--- config.mk ---
export PLATFORM = sky130hd
export DESIGN_NAME = puf_key_sequencer_flat
export DESIGN_NICKNAME = d
export VERILOG_FILES = /design/src/rtl/puf_key_sequencer_if.sv /design/src/rtl/puf_key_sequencer.sv /design/src/flat_wrapper.sv
export SDC_FILE = /design/constraint.sdc
export NUM_CORES = 1
export LEC_CHECK = 0
export BUFFER_PORTS_ARGS = -buffer_cell sky130_fd_sc_hd__buf_4
export CAP_MARGIN = 15
export CORE_MARGIN = 2
export CORE_UTILIZATION = 50
export DETAILED_ROUTE_END_ITERATION = 8
export MAX_ROUTING_LAYER = met4
export PLACE_DENSITY = 0.82
export REMOVE_ABC_BUFFERS = 1
export SLEW_MARGIN = 40
export SYNTH_ARGS = -nofsm -noshare
export SYNTH_HDL_FRONTEND = slang
export SYNTH_SLANG_ARGS = --single-unit
--- constraint.sdc ---
create_clock -name clk -period 7.2 [get_ports clk]
set_clock_uncertainty 0.2 [all_clocks]
set_input_delay 1.8 -clock clk [delete_from_list [all_inputs] [get_ports clk]]
set_output_delay 1.8 -clock clk [all_outputs]
set_load 0.02 [all_outputs]
--- src/rtl/puf_key_sequencer_if.sv ---
// rtl/puf_key_sequencer_if.sv - Key consumer and PUF macro signals for puf_key_sequencer
interface puf_key_sequencer_if;
  logic         key_req;
  logic         key_ack;
  logic         puf_start;
  logic [15:0]  challenge;
  logic         puf_valid;
  logic [15:0]  puf_response;
  logic [127:0] ascon_key;
  logic         key_valid;
  logic         key_error;
  logic         key_busy;

  modport master (
    input  key_req, key_ack, puf_valid, puf_response,
    output puf_start, challenge, ascon_key, key_valid, key_error, key_busy
  );

  modport slave (
    output key_req, key_ack, puf_valid, puf_response,
    input  puf_start, challenge, ascon_key, key_valid, key_error, key_busy
  );
endinterface

--- src/rtl/puf_key_sequencer.sv ---
// rtl/puf_key_sequencer.sv - Builds a 128-bit key from 8 majority-voted PUF words
module puf_key_sequencer #(
  parameter logic [15:0] CHALLENGE_BASE = 16'h0001,
  parameter int          TIMEOUT_CYCLES = 1024,
  parameter int          UNSTABLE_MAX   = 4
) (
  input  logic                clk,
  input  logic                rst,
  puf_key_sequencer_if.master bus
);
  localparam int TW = $clog2(TIMEOUT_CYCLES);

  typedef enum logic [2:0] {
    S_IDLE, S_ISSUE, S_WAIT, S_VOTE, S_DONE, S_ERROR
  } state_t;

  state_t         state_q, state_n;
  logic [2:0]     word_idx_q, word_idx_n;
  logic [1:0]     rep_q, rep_n;
  logic [TW-1:0]  timer_q, timer_n;
  logic [15:0]    s0_q, s1_q, s2_q, s0_n, s1_n, s2_n;
  logic           puf_start_q, puf_start_n;
  logic [15:0]    challenge_q, challenge_n;
  logic [127:0]   key_q, key_n;
  logic           key_valid_q, key_valid_n;
  logic           key_error_q, key_error_n;
  logic           busy_q, busy_n;

  logic [15:0]    vote_word;
  logic [15:0]    diff;
  logic [4:0]     unstable;

  assign vote_word = (s0_q & s1_q) | (s1_q & s2_q) | (s0_q & s2_q);
  assign diff      = (s0_q ^ s1_q) | (s1_q ^ s2_q);

  always_comb begin
    unstable = '0;
    for (int i = 0; i < 16; i++) begin
      unstable = unstable + {4'd0, diff[i]};
    end
  end

  always_ff @(posedge clk or posedge rst) begin
    if (rst) begin
      state_q     <= S_IDLE;
      word_idx_q  <= '0;
      rep_q       <= '0;
      timer_q     <= '0;
      s0_q        <= '0;
      s1_q        <= '0;
      s2_q        <= '0;
      puf_start_q <= 1'b0;
      challenge_q <= CHALLENGE_BASE;
      key_q       <= '0;
      key_valid_q <= 1'b0;
      key_error_q <= 1'b0;
      busy_q      <= 1'b0;
    end else begin
      state_q     <= state_n;
      word_idx_q  <= word_idx_n;
      rep_q       <= rep_n;
      timer_q     <= timer_n;
      s0_q        <= s0_n;
      s1_q        <= s1_n;
      s2_q        <= s2_n;
      puf_start_q <= puf_start_n;
      challenge_q <= challenge_n;
      key_q       <= key_n;
      key_valid_q <= key_valid_n;
      key_error_q <= key_error_n;
      busy_q      <= busy_n;
    end
  end

  always_comb begin
    state_n     = state_q;
    word_idx_n  = word_idx_q;
    rep_n       = rep_q;
    timer_n     = timer_q;
    s0_n        = s0_q;
    s1_n        = s1_q;
    s2_n        = s2_q;
    key_n       = key_q;
    challenge_n = challenge_q;

    case (state_q)
      S_IDLE: begin
        if (bus.key_req) begin
          word_idx_n = '0;
          rep_n      = '0;
          key_n      = '0;
          state_n    = S_ISSUE;
        end
      end
      S_ISSUE: begin
        timer_n = '0;
        state_n = S_WAIT;
      end
      S_WAIT: begin
        // A response landing on the last timeout cycle is still accepted
        if (bus.puf_valid) begin
          case (rep_q)
            2'd0:    s0_n = bus.puf_response;
            2'd1:    s1_n = bus.puf_response;
            default: s2_n = bus.puf_response;
          endcase
          if (rep_q < 2'd2) begin
            rep_n   = rep_q + 2'd1;
            state_n = S_ISSUE;
          end else begin
            rep_n   = '0;
            state_n = S_VOTE;
          end
        end else if (timer_q == TW'(TIMEOUT_CYCLES - 1)) begin
          state_n = S_ERROR;
        end else begin
          timer_n = timer_q + 1'b1;
        end
      end
      S_VOTE: begin
        if (unstable > 5'(UNSTABLE_MAX)) begin
          state_n = S_ERROR;
        end else begin
          key_n[{3'd7 - word_idx_q, 4'd0} +: 16] = vote_word;
          if (word_idx_q == 3'd7) begin
            state_n = S_DONE;
          end else begin
            word_idx_n = word_idx_q + 3'd1;
            state_n    = S_ISSUE;
          end
        end
      end
      S_DONE: begin
        if (bus.key_ack) state_n = S_IDLE;
      end
      S_ERROR: begin
        if (bus.key_ack) state_n = S_IDLE;
      end
      default: state_n = S_IDLE;
    endcase

    // Outputs are registered from the upcoming state so they align with it
    if (state_n == S_ISSUE) challenge_n = CHALLENGE_BASE + {13'd0, word_idx_n};
    if (state_n == S_ERROR) key_n = '0;
    puf_start_n = (state_n == S_ISSUE);
    key_valid_n = (state_n == S_DONE);
    key_error_n = (state_n == S_ERROR);
    busy_n      = (state_n != S_IDLE);
  end

  assign bus.puf_start = puf_start_q;
  assign bus.challenge = challenge_q;
  assign bus.ascon_key = key_q;
  assign bus.key_valid = key_valid_q;
  assign bus.key_error = key_error_q;
  assign bus.key_busy  = busy_q;
endmodule

--- src/flat_wrapper.sv ---
// flat-port wrapper written by rule: the top's interface ports become plain ports
module puf_key_sequencer_flat 
#(
  parameter logic [15:0] CHALLENGE_BASE = 16'h0001,
  parameter int          TIMEOUT_CYCLES = 1024,
  parameter int          UNSTABLE_MAX   = 4
)
  (clk, rst, bus_key_req, bus_key_ack, bus_puf_valid, bus_puf_response, bus_puf_start, bus_challenge, bus_ascon_key, bus_key_valid, bus_key_error, bus_key_busy);
  puf_key_sequencer_if bus_i ();
  input  logic clk;
  input  logic rst;
  input wire logic [$bits(bus_i.key_req)-1:0] bus_key_req;
  input wire logic [$bits(bus_i.key_ack)-1:0] bus_key_ack;
  input wire logic [$bits(bus_i.puf_valid)-1:0] bus_puf_valid;
  input wire logic [$bits(bus_i.puf_response)-1:0] bus_puf_response;
  output wire logic [$bits(bus_i.puf_start)-1:0] bus_puf_start;
  output wire logic [$bits(bus_i.challenge)-1:0] bus_challenge;
  output wire logic [$bits(bus_i.ascon_key)-1:0] bus_ascon_key;
  output wire logic [$bits(bus_i.key_valid)-1:0] bus_key_valid;
  output wire logic [$bits(bus_i.key_error)-1:0] bus_key_error;
  output wire logic [$bits(bus_i.key_busy)-1:0] bus_key_busy;
  assign bus_i.key_req = bus_key_req;
  assign bus_i.key_ack = bus_key_ack;
  assign bus_i.puf_valid = bus_puf_valid;
  assign bus_i.puf_response = bus_puf_response;
  assign bus_puf_start = bus_i.puf_start;
  assign bus_challenge = bus_i.challenge;
  assign bus_ascon_key = bus_i.ascon_key;
  assign bus_key_valid = bus_i.key_valid;
  assign bus_key_error = bus_i.key_error;
  assign bus_key_busy = bus_i.key_busy;
  puf_key_sequencer #(.CHALLENGE_BASE(CHALLENGE_BASE), .TIMEOUT_CYCLES(TIMEOUT_CYCLES), .UNSTABLE_MAX(UNSTABLE_MAX)) u_core (.clk(clk), .rst(rst), .bus(bus_i));
endmodule
==> results_dict.tcl <==
set metrics [dict create \
    hold_depth 2 \
    crit_fanout 16 \
    max_freq_ghz 0.158 \
    nFillCells 1377 \
    min_from "u_core.bus.ascon_key[95]" \
    hold_viol_final 0 \
    regToRegSetupSlack_ns 0.86 \
    start_util_pct 51.1 \
    timing.rr.start "u_core.s2_q[1]" \
    num_antenna_cells 0 \
    grt_pass1_vias 6542 \
    die_w_um 140 \
    yosysUniqueCellTypes 66 \
    rows 49 \
    routedWlPerCell_um 19.8 \
    cp_cell_sequence "ha_1 > or2_2 > ha_1 > fa_1 > fa_1 > fa_1 > fa_1 > inv_1 > fa_1 > fa_1 > xor2_1 > a21oi_1 > nor4_1 > nand2_1 > or3b_4 > or2_1 > o21ai_0" \
    gp_congestion 0.890 \
    vias_per_cell 5.77 \
    die_area_um2 19500 \
    clk_path_buf_depth 3 \
    slowest_delay_ns 0.51 \
    ctsHoldBuffers 0 \
    critPathLaunch "u_core.s2_q[1]" \
    timing.rr.end "u_core.bus.ascon_key[107]" \
    post-place-cells 1087 \
    arrival_ns 6.55 \
    top_layer "met4" \
    setup_viol 0 \
    wl_met3_um 1540 \
    fin_setup_tns_ns 0 \
    critPathSlowestCell "fa_1" \
    cts_resized 0 \
    rsz0062_at_grt "no" \
    dr.pass1.iters 5 \
    critPathTopFamily "adder cells" \
    dp_hpwl_um 15300 \
    status "finished clean" \
    slew_headroom_pct 48.8 \
    ios 169 \
    holdPathEnd "u_core.bus.ascon_key[95]" \
    htree_num_levels 1 \
    postSynthAreaPerCell_um2 12.8 \
    ys.warnings.count 0 \
    critPathRequiredTime_ns 7.42 \
    cts_tree "yes" \
    nets 958 \
    area_growth_pct 23.4 \
    cp_common_cell "fa_1" \
    drv_cap 0 \
    grt_pass1_wl_um 35800 \
    worstSetupStartpointType "register" \
    ant_nets 0 \
    grt_overflow 0 \
    hold_path.class "reg2reg" \
    synth_ff_type "dfrtp_1" \
    synth_area_um2 9210 \
    async_reset_ff_share_pct 100 \
    antenna_found_initial 0 \
    vias 6490 \
    timing.final.crit_period_ns 6.34 \
    grt_max_degree 147 \
    critPathBufInv 1 \
    worstRegToRegCells 17 \
    cts_made_buffers 22 \
    ys_seq_area_share_pct 54.9 \
    drcViolationCount 0 \
    period_share_pct 88.0 \
    final_common_cell "dfrtp_1" \
    post_cts_buffers 0 \
    fin_hold_ws_ns 0.289 \
    final_cell_mix "dfrtp_1, buf_4, nand2_1, mux2_2, ha_1" \
    grt.total_usage_pct 23.4 \
    drive_above_1_share_pct 35.5 \
    wl_met1_um 9520 \
    coreArea_um2 18000 \
    worst_slew_pin_slew_ns 0.768 \
    syn_inst 720 \
    wirelength_um 22300 \
    port_buffers 156 \
    die_h_um 140 \
    clock_latency_ns 0.51 \
    cts_root_buf "clkbuf_16" \
    route.met2.wl_um 10700 \
    synth_edf_count 0 \
    maxSlewViolCount 0 \
    clkSlewWorstSetupHoldPaths_ns 0.06 \
    worst_setup_path_end_kind "register" \
    fin_cells 1125 \
    cts_sinks 202 \
    synth_seq_cells 202 \
    drt-initial-drc-count 370 \
    criticalPathCategory "reg2reg" \
]
[cells by family (layout without fill, tap and decap cells)]
| logic type | after synthesis | count (layout) | synth area share, % |
|---|---|---|---|
| buffers and inverters | 57 | 222 | 3.38 |
| and+or+nand+nor | 149 | 149 | 9.00 |
| other | 1 | 12 | 0.0407 |
| DFF | 202 | 202 | 54.9 |
| xor gates and xnor gates | 8 | 8 | 0.761 |
| AOI/OAI and AO/OA | 196 | 196 | 17.3 |
| adders and majority gates | 55 | 55 | 8.28 |
| muxes | 52 | 52 | 6.32 |
[flip-flops by register name, summed over array words and instances (netlist names)]
register / cells
u_core.rep_q: 2
u_core.timer_q: 10
u_core.state_q: 3
u_core.bus.key_error: 1
u_core.s1_q: 16
u_core.bus.puf_start: 1
u_core.bus.key_valid: 1
u_core.bus.challenge: 4
u_core.bus.key_busy: 1
u_core.word_idx_q: 3
u_core.bus.ascon_key: 128
u_core.s2_q: 16
u_core.s0_q: 16
[Yosys cell counts, types with 3 or more instances]
| cell type | n | area share [%] |
|---|---|---|
| a211oi_2 | 5 | 0.68 |
| fa_1 | 10 | 2.2 |
| o21ai_1 | 30 | 1.6 |
| o2bb2ai_2 | 10 | 1.6 |
| clkbuf_1 | 7 | 0.29 |
| buf_6 | 3 | 0.37 |
| nand2_1 | 66 | 2.7 |
| a22o_1 | 33 | 3.1 |
| a211o_1 | 16 | 1.5 |
| dfrtp_1 | 201 | 55 |
| a211oi_1 | 16 | 1.3 |
| or2_2 | 14 | 0.95 |
| a21oi_1 | 5 | 0.27 |
| nand4_1 | 3 | 0.20 |
| ha_1 | 45 | 6.1 |
| nor2_1 | 21 | 0.86 |
| nand3_1 | 6 | 0.33 |
| buf_4 | 16 | 1.3 |
| o21ai_0 | 26 | 1.4 |
| nand2b_1 | 4 | 0.27 |
| mux2_2 | 48 | 5.9 |
| nor2b_1 | 5 | 0.34 |
| mux2i_1 | 3 | 0.33 |
| inv_1 | 19 | 0.77 |
| xor2_1 | 7 | 0.67 |
| or3_1 | 5 | 0.34 |
| buf_2 | 12 | 0.65 |
| o2bb2ai_1 | 38 | 3.6 |
[layout make-up]
| cell class | count | area (um2) | share of cell area, % |
|---|---|---|---|
| clock inverters | 12 | 135 | 1.19 |
| repair buffers | 165 | 1240 | 10.9 |
| well taps | 229 | 287 | 2.52 |
| clock buffers | 26 | 596 | 5.24 |
| multi-input cells | 472 | 3970 | 35.0 |
| inverters | 19 | 83.8 | 0.737 |
| flip-flops and latches | 202 | 5060 | 44.5 |
[worst max-delay path by stage]
stage | end | slack (ns) | depth (start not counted)
detailed placement | u_core.bus.challenge[1] | 0.87 | 18
global route | u_core.bus.ascon_key[49] | 0.53 | 17
CTS | u_core.bus.challenge[1] | 0.86 | 18
finish | u_core.bus.ascon_key[107] | 0.86 | 17
global placement | u_core.bus.challenge[1] | 0.96 | 18
floorplan | u_core.bus.ascon_key[0] | -0.31 | 1
[stage by stage]
stage	instance area, um2	setup slack (ns)	utilization, %
3_3_place_gp	10500	0.964	58.5
5_1_grt	11400	0.527	63.1
6_report	11400	0.865	63.1
4_1_cts	11400	0.860	63.0
2_1_floorplan	9010	-0.309	-
3_5_place_dp	10600	0.869	59.0
[tightest hold or removal path, cell delays in order, from the launching register on]
cell and delay, ns:
dfrtp_1 0.34, nand2_1 0.05, o21ai_0 0.06
[metal layers]
layer | vias to the layer above | global-route usage, %
li1 | 2944 | -
met5 | - | -
met1 | 3248 | 31.5
met3 | 35 | 3.61
met2 | 263 | 37.1
met4 | 0 | 7.11
Power is not shown: default switching activity piles up to over one toggle a cycle in this logic, so the estimate is an artifact.
